## src/rtl/serial_adder_n_if.sv

```systemverilog
// Handshake/result bundle for serial_adder_n. Sized by WIDTH so several
// differently-sized adders can coexist in one system.
interface serial_adder_n_if #(
   parameter int WIDTH = 8
);
   // Handshake: start acts as valid and ~busy as ready. A request transfers
   // on a rising edge where start=1 and busy=0, which includes the done cycle.
   // done pulses for one cycle once the transferred request has completed.
   logic             start;
   logic             sub;
   logic             cin;
   logic [WIDTH-1:0] a;
   logic [WIDTH-1:0] b;
   logic             busy;
   logic             done;
   logic [WIDTH-1:0] sum;
   logic             cout;
   logic             ovf;
   logic [1:0]       dbg_state;

   modport master (
      output start, sub, cin, a, b,
      input  busy, done, sum, cout, ovf, dbg_state
   );

   modport slave (
      input  start, sub, cin, a, b,
      output busy, done, sum, cout, ovf, dbg_state
   );
endinterface

```

## src/rtl/serial_adder_n.sv

```systemverilog
// Multi-cycle adder/subtractor: one SLICE-bit ripple stage per clock,
// least-significant slice first, carry kept in a register between steps.
module serial_adder_n #(
   parameter int WIDTH = 8,
   parameter int SLICE = 1
) (
   input logic              clk,
   input logic              rst_n,
   serial_adder_n_if.slave  bus
);
   localparam int STEPS = WIDTH / SLICE;
   localparam int CW    = (STEPS > 1) ? $clog2(STEPS) : 1;
   localparam logic [CW-1:0] LAST = CW'(STEPS - 1);

   typedef enum logic [1:0] {
      IDLE = 2'd0,
      RUN  = 2'd1,
      DONE = 2'd2
   } state_t;

   state_t           state;
   logic [WIDTH-1:0] a_sr;
   logic [WIDTH-1:0] b_sr;
   logic [WIDTH-1:0] sum_sr;
   logic             carry;
   logic [CW-1:0]    cnt;
   logic             busy_r;
   logic             done_r;
   logic [WIDTH-1:0] sum_r;
   logic             cout_r;
   logic             ovf_r;

   logic [SLICE:0]   slice_sum;
   logic [WIDTH-1:0] sum_next;
   logic             msb_cin;

   assign slice_sum = {1'b0, a_sr[SLICE-1:0]} + {1'b0, b_sr[SLICE-1:0]}
                    + {{SLICE{1'b0}}, carry};
   // New slice enters at the top; after STEPS shifts the result is aligned.
   assign sum_next  = (sum_sr >> SLICE) | (WIDTH'(slice_sum[SLICE-1:0]) << (WIDTH - SLICE));
   // Carry into the slice MSB recovered from its sum bit: s = a ^ b ^ cin.
   assign msb_cin   = a_sr[SLICE-1] ^ b_sr[SLICE-1] ^ slice_sum[SLICE-1];

   always_ff @(posedge clk or negedge rst_n) begin
      if (!rst_n) begin
         state  <= IDLE;
         a_sr   <= '0;
         b_sr   <= '0;
         sum_sr <= '0;
         carry  <= 1'b0;
         cnt    <= '0;
         busy_r <= 1'b0;
         done_r <= 1'b0;
         sum_r  <= '0;
         cout_r <= 1'b0;
         ovf_r  <= 1'b0;
      end else begin
         case (state)
            IDLE, DONE: begin
               done_r <= 1'b0;
               if (bus.start) begin
                  // Subtract is a + ~b + ~cin, so invert B and the carry-in here.
                  a_sr   <= bus.a;
                  b_sr   <= bus.b ^ {WIDTH{bus.sub}};
                  carry  <= bus.cin ^ bus.sub;
                  cnt    <= '0;
                  busy_r <= 1'b1;
                  state  <= RUN;
               end else begin
                  state  <= IDLE;
               end
            end
            RUN: begin
               sum_sr <= sum_next;
               carry  <= slice_sum[SLICE];
               a_sr   <= a_sr >> SLICE;
               b_sr   <= b_sr >> SLICE;
               cnt    <= cnt + 1'b1;
               if (cnt == LAST) begin
                  sum_r  <= sum_next;
                  cout_r <= slice_sum[SLICE];
                  ovf_r  <= msb_cin ^ slice_sum[SLICE];
                  busy_r <= 1'b0;
                  done_r <= 1'b1;
                  state  <= DONE;
               end
            end
            default: state <= IDLE;
         endcase
      end
   end

   assign bus.busy      = busy_r;
   assign bus.done      = done_r;
   assign bus.sum       = sum_r;
   assign bus.cout      = cout_r;
   assign bus.ovf       = ovf_r;
   assign bus.dbg_state = state;
endmodule

```

## src/flat_wrapper.sv

```systemverilog
// flat-port wrapper written by rule: the top's interface ports become plain ports
module serial_adder_n_flat 
#(
   parameter int WIDTH = 8,
   parameter int SLICE = 1
)
  (clk, rst_n, bus_start, bus_sub, bus_cin, bus_a, bus_b, bus_busy, bus_done, bus_sum, bus_cout, bus_ovf, bus_dbg_state);
  serial_adder_n_if #(.WIDTH(WIDTH)) bus_i ();
  input logic clk;
  input logic rst_n;
  input wire logic [$bits(bus_i.start)-1:0] bus_start;
  input wire logic [$bits(bus_i.sub)-1:0] bus_sub;
  input wire logic [$bits(bus_i.cin)-1:0] bus_cin;
  input wire logic [$bits(bus_i.a)-1:0] bus_a;
  input wire logic [$bits(bus_i.b)-1:0] bus_b;
  output wire logic [$bits(bus_i.busy)-1:0] bus_busy;
  output wire logic [$bits(bus_i.done)-1:0] bus_done;
  output wire logic [$bits(bus_i.sum)-1:0] bus_sum;
  output wire logic [$bits(bus_i.cout)-1:0] bus_cout;
  output wire logic [$bits(bus_i.ovf)-1:0] bus_ovf;
  output wire logic [$bits(bus_i.dbg_state)-1:0] bus_dbg_state;
  assign bus_i.start = bus_start;
  assign bus_i.sub = bus_sub;
  assign bus_i.cin = bus_cin;
  assign bus_i.a = bus_a;
  assign bus_i.b = bus_b;
  assign bus_busy = bus_i.busy;
  assign bus_done = bus_i.done;
  assign bus_sum = bus_i.sum;
  assign bus_cout = bus_i.cout;
  assign bus_ovf = bus_i.ovf;
  assign bus_dbg_state = bus_i.dbg_state;
  serial_adder_n #(.WIDTH(WIDTH), .SLICE(SLICE)) u_core (.clk(clk), .rst_n(rst_n), .bus(bus_i));
endmodule
```

## config.mk

```make
export PLATFORM = sky130hd
export DESIGN_NAME = serial_adder_n_flat
export DESIGN_NICKNAME = d
export VERILOG_FILES = /design/src/rtl/serial_adder_n_if.sv /design/src/rtl/serial_adder_n.sv /design/src/flat_wrapper.sv
export SDC_FILE = /design/constraint.sdc
export NUM_CORES = 1
export LEC_CHECK = 0
export BUFFER_PORTS_ARGS = -buffer_cell sky130_fd_sc_hd__clkbuf_2
export CAP_MARGIN = 20
export CELL_PAD_IN_SITES_DETAIL_PLACEMENT = 1
export CELL_PAD_IN_SITES_GLOBAL_PLACEMENT = 1
export CORE_MARGIN = 1
export CORE_UTILIZATION = 43
export DETAILED_ROUTE_END_ITERATION = 10
export GPL_ROUTABILITY_DRIVEN = 0
export GPL_TIMING_DRIVEN = 0
export PLACE_DENSITY = 0.73
export SYNTH_ARGS = -nofsm -noshare
export SYNTH_HDL_FRONTEND = slang
export SYNTH_SLANG_ARGS = --single-unit
```

## constraint.sdc

```tcl
create_clock -name clk -period 2.3 [get_ports clk]
set_input_delay 0.115 -clock clk [delete_from_list [all_inputs] [get_ports clk]]
set_output_delay 0.115 -clock clk [all_outputs]
set_load 0.005 [all_outputs]
```

Yosys cells after proc, flatten, opt, wreduce, memory -nomap -nowiden
Cells that the tools add are included.
{ "word_totals": {"regBits": 42, "elab_cells": 48} }
{ "op_classes": {"addsub": 3, "n_eq_ne": 5, "mux": 16, "n_bitwise": 6, "n_reduce_logical": 7} }
{ "ops": {"columns": ["operator", "count"], "rows": [
  ["$pmux 8 s2", 2],
  ["$mux 8", 2],
  ["$or 7x8->8", 1],
  ["$xor 8x8->8", 1],
  ["$pmux 1 s2", 3],
  ["$pmux 3 s2", 1],
  ["$reduce_and 2->1", 3],
  ["$mux 1", 5],
  ["$pmux 2 s2", 1],
  ["$xor 1x1->1", 4],
  ["$add 3x1->3 const B", 1],
  ["$eq 3x3->1 const B", 1],
  ["$mux 3", 1],
  ["$reduce_and 3->1", 1],
  ["$add 1x1->2", 1],
  ["$add 2x1->2", 1],
  ["$eq 2x1->1 const B", 1],
  ["$eq 2x2->1 const B", 1],
  ["$logic_not 2->1", 1],
  ["$mux 2", 1],
  ["$ne 2x1->1 const B", 1],
  ["$ne 2x2->1 const B", 1],
  ["$reduce_bool 2->1", 1],
  ["$reduce_or 2->1", 1]
]} }

Longest topological paths before layout
{ "depth": {"ltp_word": 4, "ltp_mapped": 6, "depth_no_buf": 5} }

Worst setup path before layout
OpenSTA, ideal clock, no wires.
{ "synth_path": {"path_kind": "register to register", "startpoint": "reg u_core.cnt[0]", "endpoint": "reg u_core.cout_r (netlist: u_core.bus.cout)", "setup_ns": 0.125, "arrival_ns": 1.457, "required_ns": 2.175, "slack_ns": 0.719, "stages_incl_launch_ff": 6, "n_path_buf": 1, "synth_period_minus_slack_ns": 1.581, "path_cell_list": "dfrtp_1 ha_1 ha_1 nand3b_1 buf_2 mux2_2"} }
{ "synth_between": {"elab_chain_cells": 2} }
{ "synth_lines": {"columns": ["item", "line", "rtl"], "rows": [
  ["start: declaration", "serial_adder_n.sv:26", "logic [CW-1:0] cnt;"],
  ["start signal: assignment", "serial_adder_n.sv:78", "cnt <= cnt + 1'b1;"],
  ["$eq 3x3->1", "serial_adder_n.sv:79", "if (cnt == LAST) begin"],
  ["$reduce_and 2->1 (no source line)", null, null],
  ["end signal: assignment", "serial_adder_n.sv:81", "cout_r <= slice_sum[SLICE];"],
  ["end: declaration", "serial_adder_n.sv:30", "logic cout_r;"]
]} }
No other way between the ends.
A chain may end at the register's enable or synchronous reset.

Final worst setup path
{ "layout_path": {"startpoint": "reg u_core.cnt[0]", "endpoint": "reg u_core.sum_r[1] (netlist: u_core.bus.sum[1])"} }
{ "layout_between": {"elab_chain_cells": 2} }
{ "layout_lines": {"columns": ["item", "line", "rtl"], "rows": [
  ["$eq 3x3->1", "serial_adder_n.sv:79", null],
  ["$reduce_and 2->1 (no source line)", null, null],
  ["end signal: assignment", "serial_adder_n.sv:80", "sum_r <= sum_next;"],
  ["end: declaration", "serial_adder_n.sv:29", "logic [WIDTH-1:0] sum_r;"]
]} }
No other way between the ends.

==> run summary <==
Final period utilization - 0.783
Final hold violation count - 0
Drt pass-1 iters - 4
FP Rows - 22
CP dominant cell by count - ha_1
Startpoint class of the critical path - flip-flop
Vias in the first global route - 1214
Final core utilization - 0.555
Clock period minus worst slack - 1.80 ns
Syn-to-layout area delta - 19.8%
Worst Tran Pin Value - 0.549 ns
First-pass GRT wire length - 5690 um
Setup Fix Bufs, Post-CTS - 0
Vias/cell - 5.25
DR iter-0 viols - 39
Status - complete, no violations
Worst Setup End Kind - flip-flop
Antenna violations before repair - 0
Final setup viols - 0
Critical path, cell by cell - ha_1 -> ha_1 -> nand3b_1 -> buf_2 -> mux2_2
Cell variety after synth - 21
Vias - 1156
CTS H-Tree Depth - 2
Static Leak - 0.00106 uW
# IOs - 35
Core area - 3800 um^2
Largest net degree at the start of global routing - 42
Clk_skew - 0.00576 ns
Share of layout cells above drive strength 1 - 0.390
Die Area - 4350 um^2
CTS buffer count - 5
WL/cell - 15.1 um
Dpl ws - 0.497 ns
Slowest stage cell, crit path - dfrtp_1
CP Class - flip-flop to flip-flop
Seq/Total Area, Yosys - 0.583
CP max FO - 10
Initial core utilization - 0.463
Asr flop ratio synth - 1.00
CTS clk-pin slew, worst paths - 0.08 ns
Die height - 66.0 um
Resized cells post-CTS - 0
Worst path max stage delay - 0.39 ns
Post-synth EDFFs - 0
Port bufs - 33
Seq cells post-synth - 41
Grt ovf - 0
Synth area leader - dfrtp_1
DR DRC count - 0
Die Span X - 66.0 um
Critical path data arrival time - 1.96 ns
Buf/Inv on CP - 1
Primary FF master, synth - dfrtp_1
Min-delay worst type - input port to flip-flop
VDD IR max - 0.545 mV
Max Cap Viol - 0
Mean post-synth cell area - 13.5 um^2
Final ANT Viol Nets - 0
Slack of the critical path - 0.499 ns
GRT Total Usage - 0.174
Slew Limit Fails - 0
CTS Buffer Depth - 2
Fmax achieved - 0.555 GHz
Setup TNS - 0 ns
Worst slew margin - 0.634
PwrDens - 1400 nW/um^2
Delay-heaviest family, CP - adder cells
Placed Area - 1990 um^2
Sink Count - 41
CTS tree - yes
CTS root buf - clkbuf_8
Net Count, Synth - 154
Syn. warnings - 0
Required @ worst endpoint - 2.46 ns
Synth top area share - 0.583
Routed WL - 3310 um
Netlist Area Pre-Place - 1760 um^2
RSZ-0062 raised after global routing - false
Design Area, Final - 2110 um^2
Worst-Skew Late Latency - 0.28 ns
Post-synthesis cell count - 130
Final net count - 196
Synth area leaders - dfrtp_1, mux2_2, a22o_1, xnor2_1, a221o_1
DPL Wire Length - 2370 um
Inserted Diodes - 0
## logic make-up (layout without fill, tap and decap cells)
group / Yosys count / in the layout / synth area share
buffers and inverters: 11 / 53 / 0.0398
XOR/XNOR: 12 / 12 / 0.0597
adder cells (fa/ha/maj): 3 / 3 / 0.0256
AO/OA/AOI/OAI: 28 / 28 / 0.136
AND/OR/NAND/NOR: 18 / 18 / 0.0476
flip-flops: 41 / 41 / 0.583
multiplexers: 17 / 17 / 0.109
## power by group
| part | leakage [uW] | switching, uW | internal (uW) |
|---|---|---|---|
| clock network | 0.0000443 | 226 | 238 |
| logic | 0.000509 | 518 | 702 |
| registers | 0.000504 | 210 | 1060 |
## cell type report
| type | count | area [um^2] |
|---|---|---|
| Sequential cell | 41 | 1030 |
| Tap cell | 48 | 60.1 |
| Multi-Input combinational cell | 78 | 664 |
| Buffer | 9 | 62.6 |
| Inverter | 2 | 7.51 |
| Timing Repair Buffer | 35 | 203 |
| Clock buffer | 7 | 86.3 |
| Fill cell | 413 | 1690 |
## sequential cells by signal, summed over array words and instances (netlist names)
name                  cells
u_core.bus.ovf            1
u_core.a_sr               8
u_core.bus.cout           1
u_core.cnt                3
u_core.bus.busy           1
u_core.bus.dbg_state      2
u_core.b_sr               8
u_core.carry              1
u_core.sum_sr             7
u_core.bus.done           1
u_core.bus.sum            8
## layout by cell type, fill, tap and decap left out
cell type       n
dfrtp_1        41
clkbuf_2       33
mux2_2         17
a22o_1         11
xnor2_1        11
nor2_1          8
a221o_1         8
a21o_1          7
clkbuf_8        6
buf_2           5
nand2_1         5
buf_6           3
inv_1           2
clkbuf_1        2
o21ai_0         2
ha_1            2
nor2b_2         1
nor2b_1         1
nor2_2          1
xor2_1          1
nand3b_1        1
nand2b_1        1
fa_1            1
dlygate4sd3_1   1
buf_16          1
## synth_stat cells, types with 2 or more instances
| master | count |
|---|---|
| mux2_2 | 17 |
| dfrtp_1 | 41 |
| nor2_1 | 8 |
| inv_1 | 2 |
| a22o_1 | 11 |
| a21o_1 | 7 |
| buf_2 | 5 |
| ha_1 | 2 |
| nand2_1 | 5 |
| buf_6 | 3 |
| o21ai_0 | 2 |
| a221o_1 | 8 |
| xnor2_1 | 11 |
## stage by stage
step | total power, uW | hold slack [ns] | cells
after global routing | 3200 | 0.0592 | 220
after global placement | 2440 | 0.318 | 211
after floorplan | 2150 | -0.181 | 130
after detailed placement | 2520 | 0.341 | 211
final | 2960 | 0.0676 | 220
after CTS | 2990 | 0.0341 | 218
## layer usage
| metal | up-vias | wire length [um] | global-route usage |
|---|---|---|---|
| met4 | 0 | 20 | 0.0399 |
| met1 | 589 | 1440 | 0.193 |
| met3 | 2 | 92 | 0.0466 |
| li1 | 544 | - | - |
| met2 | 21 | 1760 | 0.328 |
| met5 | - | 0 | 0 |
## path summary, 6_finish.rpt
check | start | depth (start not counted) | to | slack [ns]
max in group asynchronous | rst_n | 3 | u_core.a_sr[0] | 1.45
min | bus_a[7] | 2 | u_core.a_sr[7] | 0.07
max reg2reg | u_core.cnt[0] | 5 | u_core.bus.sum[1] | 0.50
max | u_core.cnt[0] | 5 | u_core.bus.sum[1] | 0.50
min reg2reg | u_core.a_sr[3] | 1 | u_core.a_sr[3] | 0.49
min in group asynchronous | rst_n | 2 | u_core.bus.cout | 0.35
## timing repair
action / in CTS / in global routing
endpoints found under the hold margin: 0 / 19
setup endpoints to repair: 0 / 0
hold buffers: 0 / 1
(Power assumes the default switching activity.)
